**config.mk**
```make
export PLATFORM = sky130hd
export DESIGN_NAME = serial_pattern_tx
export DESIGN_NICKNAME = d
export VERILOG_FILES = /design/src/rtl/serial_pattern_tx.sv
export SDC_FILE = /design/constraint.sdc
export NUM_CORES = 1
export LEC_CHECK = 0
export ABC_AREA = 1
export ABC_CLOCK_PERIOD_IN_PS = 1450
export BUFFER_PORTS_ARGS = -buffer_cell sky130_fd_sc_hd__buf_2
export CAP_MARGIN = 30
export CELL_PAD_IN_SITES_DETAIL_PLACEMENT = 0
export CELL_PAD_IN_SITES_GLOBAL_PLACEMENT = 1
export CORE_ASPECT_RATIO = 1.1
export CORE_MARGIN = 2
export CORE_UTILIZATION = 36
export DETAILED_ROUTE_END_ITERATION = 10
export GPL_TIMING_DRIVEN = 0
export PLACE_DENSITY = 0.72
export SYNTH_ARGS = -nofsm -noshare
export SYNTH_HDL_FRONTEND = slang
export SYNTH_SLANG_ARGS = --single-unit
```
**constraint.sdc**
```tcl
create_clock -name clk -period 1.45 [get_ports clk]
set_input_delay 0.2175 -clock clk [delete_from_list [all_inputs] [get_ports clk]]
set_output_delay 0.2175 -clock clk [all_outputs]
set_load 0.02 [all_outputs]
```
**src/rtl/serial_pattern_tx.sv**
```systemverilog
// serial_pattern_tx
// Framed serial source for a Mealy "1001" detector. A frame is the sync
// preamble 1,0,0,1, then a WIDTH-bit word sent MSB-first, then GAP zeros.
// busy covers the whole frame, sync marks the final preamble bit, and done
// marks the last gap bit. All outputs are registered.
//
// Request semantics: start acts as a one-sided valid with an implicit ready
// that is high only in IDLE. A start seen at an edge while IDLE is accepted
// and data is captured on that same edge. A start at any other time, including
// the done cycle, is dropped and never queued.
module serial_pattern_tx #(
    parameter int WIDTH = 8,
    parameter int GAP   = 2
) (
    input  logic             clk,
    input  logic             rst,
    input  logic             start,
    input  logic [WIDTH-1:0] data,
    output logic             w,
    output logic             busy,
    output logic             done,
    output logic             sync
);

    // The counter must hold the longest phase length: preamble (4), payload
    // (WIDTH) or gap (GAP).
    localparam int CNT_MAX = (WIDTH > GAP) ? ((WIDTH > 4) ? WIDTH : 4)
                                           : ((GAP > 4) ? GAP : 4);
    localparam int CW      = $clog2(CNT_MAX + 1);

    // Each state names the frame phase whose bit is on w during the current
    // cycle. state is kept as a plain named signal so a checker can bind to it.
    typedef enum logic [1:0] {
        ST_IDLE = 2'd0,
        ST_PRE  = 2'd1,
        ST_DATA = 2'd2,
        ST_GAP  = 2'd3
    } state_t;

    state_t           state;
    state_t           state_n;
    logic [CW-1:0]    cnt;
    logic [CW-1:0]    cnt_n;
    logic [WIDTH-1:0] shreg;
    logic [WIDTH-1:0] shreg_n;
    logic             w_n;
    logic             busy_n;
    logic             done_n;
    logic             sync_n;

    // State, counter, payload and output registers. Reset is asynchronous,
    // so a frame in flight is abandoned at once without a done pulse.
    always_ff @(posedge clk or negedge rst) begin
        if (!rst) begin
            state <= ST_IDLE;
            cnt   <= '0;
            shreg <= '0;
            w     <= 1'b0;
            busy  <= 1'b0;
            done  <= 1'b0;
            sync  <= 1'b0;
        end else begin
            state <= state_n;
            cnt   <= cnt_n;
            shreg <= shreg_n;
            w     <= w_n;
            busy  <= busy_n;
            done  <= done_n;
            sync  <= sync_n;
        end
    end

    // Next-state logic. Output values are computed one edge ahead, because
    // they describe the cycle that the next state will occupy. cnt counts
    // down the bits that are still to come in the current phase.
    always_comb begin
        state_n = state;
        cnt_n   = cnt;
        shreg_n = shreg;
        w_n     = 1'b0;
        busy_n  = 1'b0;
        done_n  = 1'b0;
        sync_n  = 1'b0;

        case (state)
            ST_IDLE: begin
                if (start) begin
                    // Preamble bit 0 (a 1) goes out in the cycle after acceptance.
                    state_n = ST_PRE;
                    cnt_n   = CW'(3);
                    shreg_n = data;
                    w_n     = 1'b1;
                    busy_n  = 1'b1;
                end
            end

            ST_PRE: begin
                busy_n = 1'b1;
                if (cnt != '0) begin
                    // Preamble bits 1 and 2 are 0. Bit 3 is 1 and carries sync.
                    cnt_n  = cnt - CW'(1);
                    w_n    = (cnt == CW'(1));
                    sync_n = (cnt == CW'(1));
                end else begin
                    state_n = ST_DATA;
                    cnt_n   = CW'(WIDTH - 1);
                    w_n     = shreg[WIDTH-1];
                    shreg_n = shreg << 1;
                end
            end

            ST_DATA: begin
                busy_n = 1'b1;
                if (cnt != '0) begin
                    cnt_n   = cnt - CW'(1);
                    w_n     = shreg[WIDTH-1];
                    shreg_n = shreg << 1;
                end else begin
                    // A single-cycle gap makes its first cycle the done cycle.
                    state_n = ST_GAP;
                    cnt_n   = CW'(GAP - 1);
                    done_n  = (GAP == 1);
                end
            end

            ST_GAP: begin
                if (cnt != '0) begin
                    busy_n = 1'b1;
                    cnt_n  = cnt - CW'(1);
                    done_n = (cnt == CW'(1));
                end else begin
                    // Return to IDLE for at least one cycle. Any start seen
                    // now is dropped.
                    state_n = ST_IDLE;
                    cnt_n   = '0;
                end
            end

            default: begin
                state_n = ST_IDLE;
                cnt_n   = '0;
            end
        endcase
    end

endmodule
```
==> Implementation_results.wiki <==
{| class="wikitable"
! Metric !! Value
|-
| Headroom to the max-slew limit || 0.706
|-
| Post-detailed-placement half-perimeter wirelength || between 1500 and 2000 um
|-
| Detail Route Antenna Nets || 0
|-
| Finished Cell Area || between 0.001 and 0.0015 mm^2
|-
| Maximum clock rate || roughly 0.71 GHz
|-
| Die Y-Extent || approximately 60 um
|-
| GPL Wtd Cong || ~0.88
|-
| Top fanout value on the critical path || 4
|-
| Register area share after synthesis || 0.440
|-
| Pre-antenna DRT Iters || 4
|-
| H-tree levels || 1
|-
| Overflow left after global routing || 0
|-
| Synth warnings || 0
|-
| Synthesized flop and latch total || 18
|-
| Clock transition at path regs || roughly 120 ps
|-
| Worst path slowest cell || sky130_fd_sc_hd__dfrtp_1
|-
| Global-route usage over all layers || 0.156
|-
| Total Die Area || around 0.0033 mm^2
|-
| Detailed Route WL || ~2300 um
|-
| Largest net degree at the start of global routing || 19
|-
| Worst path cell trace || buf_4 > ha_2 > inv_2 > nand2_1 > nand2_2 > nand3_2 > nand2_1 > o21ai_1
|-
| Launching element type of the critical path || flip-flop
|-
| Min-Delay Path Class || input port to flip-flop
|-
| Final number of max-transition violations || 0
|-
| Number of buffers inserted during clock tree synthesis || 3
|-
| Detailed-route DRC error count || 0
|-
| Highest ir drop seen on vdd || between 0.001 and 0.0015 V
|-
| Effective utilization at floorplan || 0.375
|-
| Fraction of layout cells with a size suffix above 1 || 0.290
|-
| Most frequent cells in the layout || 54 x sky130_fd_sc_hd__nand2_1, 18 x sky130_fd_sc_hd__dfrtp_1, 14 x sky130_fd_sc_hd__buf_2
|-
| Cell area after placement || about 0.0011 mm^2
|-
| Crit path top cell by count || sky130_fd_sc_hd__nand2_1
|-
| Clock buffer depth || 2
|-
| Number of antenna violations at the first check in global routing || 0
|-
| Final hold viol count || 0
|-
| Sum of buffers and inverters on the critical path || 2
|-
| Endpoint arrival time on the critical path || 1600 ps
|-
| Sum Neg Setup Slack || 0 ps
|-
| Max_cap viols || 0
|-
| Insertion delay to the later sink of the worst-skew pair || approximately 300 ps
|-
| Die boundary width || between 50 and 60 um
|-
| Lkg Pwr || approximately 0.70 nW
|-
| Total of endpoints with negative setup slack in the final report || 0
|-
| Cell family with most CP delay || flip-flops
|-
| Port Buffers || 14
|-
| Critical Path Sink Type || flip-flop
|-
| IO Pins || 15
|-
| Area of the mapped netlist || slightly above 0.001 mm^2
|-
| Final clock skew || just under 7 ps
|-
| DR vias || roughly 920
|-
| First-pass GRT wire length || ~3600 um
|-
| CTS Sinks || 18
|-
| Required time reported for the critical path endpoint || 1650 ps
|-
| Detail-routed net length per standard cell || between 10 and 15 um
|-
| Gate count after technology mapping || about 140
|-
| Synth cell types || 17
|-
| Transition time at the pin with the least slew margin || between 400 and 500 ps
|-
| Antenna fix cells || 0
|-
| Syn_nets || 151
|-
| Max stage delay on crit path || ~420 ps
|-
| Via count of the first global-routing pass || 838
|-
| Time the worst path needs with I/O delays and setup || approximately 1400 ps
|-
| Period Utilization, post-route || 0.965
|-
| Violation count after the first detailed-routing iteration || 4
|-
| Power Density || ~2500 mW/mm^2
|-
| Number of placement rows || 20
|-
| Mean instance size in the synthesized netlist || around 7.6 um^2
|-
| Root buf cell || sky130_fd_sc_hd__clkbuf_4
|-
| Layout overhead on the synthesized area || 28.0%
|-
| Net count of the finished layout || 179
|-
| Core area || between 0.002 and 0.003 mm^2
|-
| Overall Power || between 0.003 and 0.004 W
|-
| Critical path type || flip-flop to flip-flop
|-
| Drt via density || 4.73
|-
| Clock tree from TritonCTS || done
|-
| Outcome || finished clean
|-
| Commonest non-fill, non-tap cell in the layout || sky130_fd_sc_hd__nand2_1
|}
[per-layer routing]
layer  part of all wire  track usage  vias up
li1                   -            -      479
met3              0.021       0.0225        4
met2               0.51        0.281       10
met4              0.013       0.0643        0
met1               0.45        0.179      429
met5                  0            0        -
[final cells by class]
type,instances,area (um^2)
clock buffers,4,36.3
repair buffers,22,133
flip-flops and latches,18,450
plain buffers,1,11.3
well taps,33,41.3
inverters,16,70.1
fillers,282,1420
multi-input cells,101,568
[cell families (layout without fill, tap and decap cells)]
logic type	Yosys count	count (layout)	synth area share
flip-flops	18	18	0.440
adder cells (fa/ha/maj)	5	5	0.0611
AO/OA/AOI/OAI	17	17	0.0868
AND/OR/NAND/NOR	78	79	0.348
buffers and inverters	17	43	0.0636
[through the flow]
stage | cells | util | hold WS [ps] | setup slack (ps)
global placement | 182 | 0.416 | 177 | -221
CTS | 188 | 0.438 | 193 | 2.36
floorplan | 135 | - | -78.1 | 60.3
finish | 195 | 0.480 | 193 | 51.3
global route | 195 | 0.480 | 195 | -27.8
detailed placement | 182 | 0.416 | 183 | -244
[synthesized netlist by cell type]
cell type                  instances  share of area
sky130_fd_sc_hd__clkinv_1          1         0.0037
sky130_fd_sc_hd__nor2_4            2          0.022
sky130_fd_sc_hd__buf_2             1         0.0049
sky130_fd_sc_hd__nand2_2           1         0.0061
sky130_fd_sc_hd__o21ai_1           2         0.0098
sky130_fd_sc_hd__nand2_4           3          0.033
sky130_fd_sc_hd__o211ai_1          1         0.0073
sky130_fd_sc_hd__inv_1            15          0.055
sky130_fd_sc_hd__a31oi_1           1         0.0061
sky130_fd_sc_hd__nor2_1           10          0.037
sky130_fd_sc_hd__ha_1              5          0.061
sky130_fd_sc_hd__nand3_1           6          0.029
sky130_fd_sc_hd__nor2_8            1          0.020
sky130_fd_sc_hd__o21ai_0           9          0.044
sky130_fd_sc_hd__dfrtp_1          18           0.44
sky130_fd_sc_hd__a21oi_1           4          0.020
sky130_fd_sc_hd__nand2_1          55           0.20
[final timing paths]
| kind | startpoint | to | slack (ps) | cells past startpoint |
|---|---|---|---|---|
| max | state[0] | state[1] | 50 | 8 |
| min | data[0] | shreg[0] | 190 | 5 |
| max reg2reg | state[0] | state[1] | 50 | 8 |
| max in group asynchronous | rst | shreg[3] | 770 | 2 |
| min reg2reg | shreg[4] | shreg[4] | 490 | 2 |
| min in group asynchronous | rst | cnt[1] | 370 | 2 |
[sequential cells by signal (all words and copies together), names as in the netlist]
register	cells
w	1
busy	1
sync	1
done	1
state	2
cnt	4
shreg	8
[worst min-delay path: cells and delay by family]
family,cells,cell delay (ps)
buffers and inverters,2,130
and+or+nand+nor,3,120
[report_power, final]
| group | leakage [nW] | internal [W] | switching [W] |
|---|---|---|---|
| clock network | 0.0210 | 0.000153 | 0.000176 |
| registers | 0.228 | 0.000725 | 0.000139 |
| logic | 0.455 | 0.000806 | 0.00129 |
| total | 0.704 | 0.00168 | 0.00161 |
[repair_timing]
| action | in CTS | in global routing |
|---|---|---|
| setup endpoints to repair | 11 | 12 |
| setup buffers | 0 | 7 |
| hold buffers | 1 | 0 |
| gates cloned | 1 | 0 |
| hold endpoints to repair | 18 | 0 |
| resized for setup | 4 | 22 |
| pin swaps | 1 | 3 |
(Power assumes the default switching activity.)
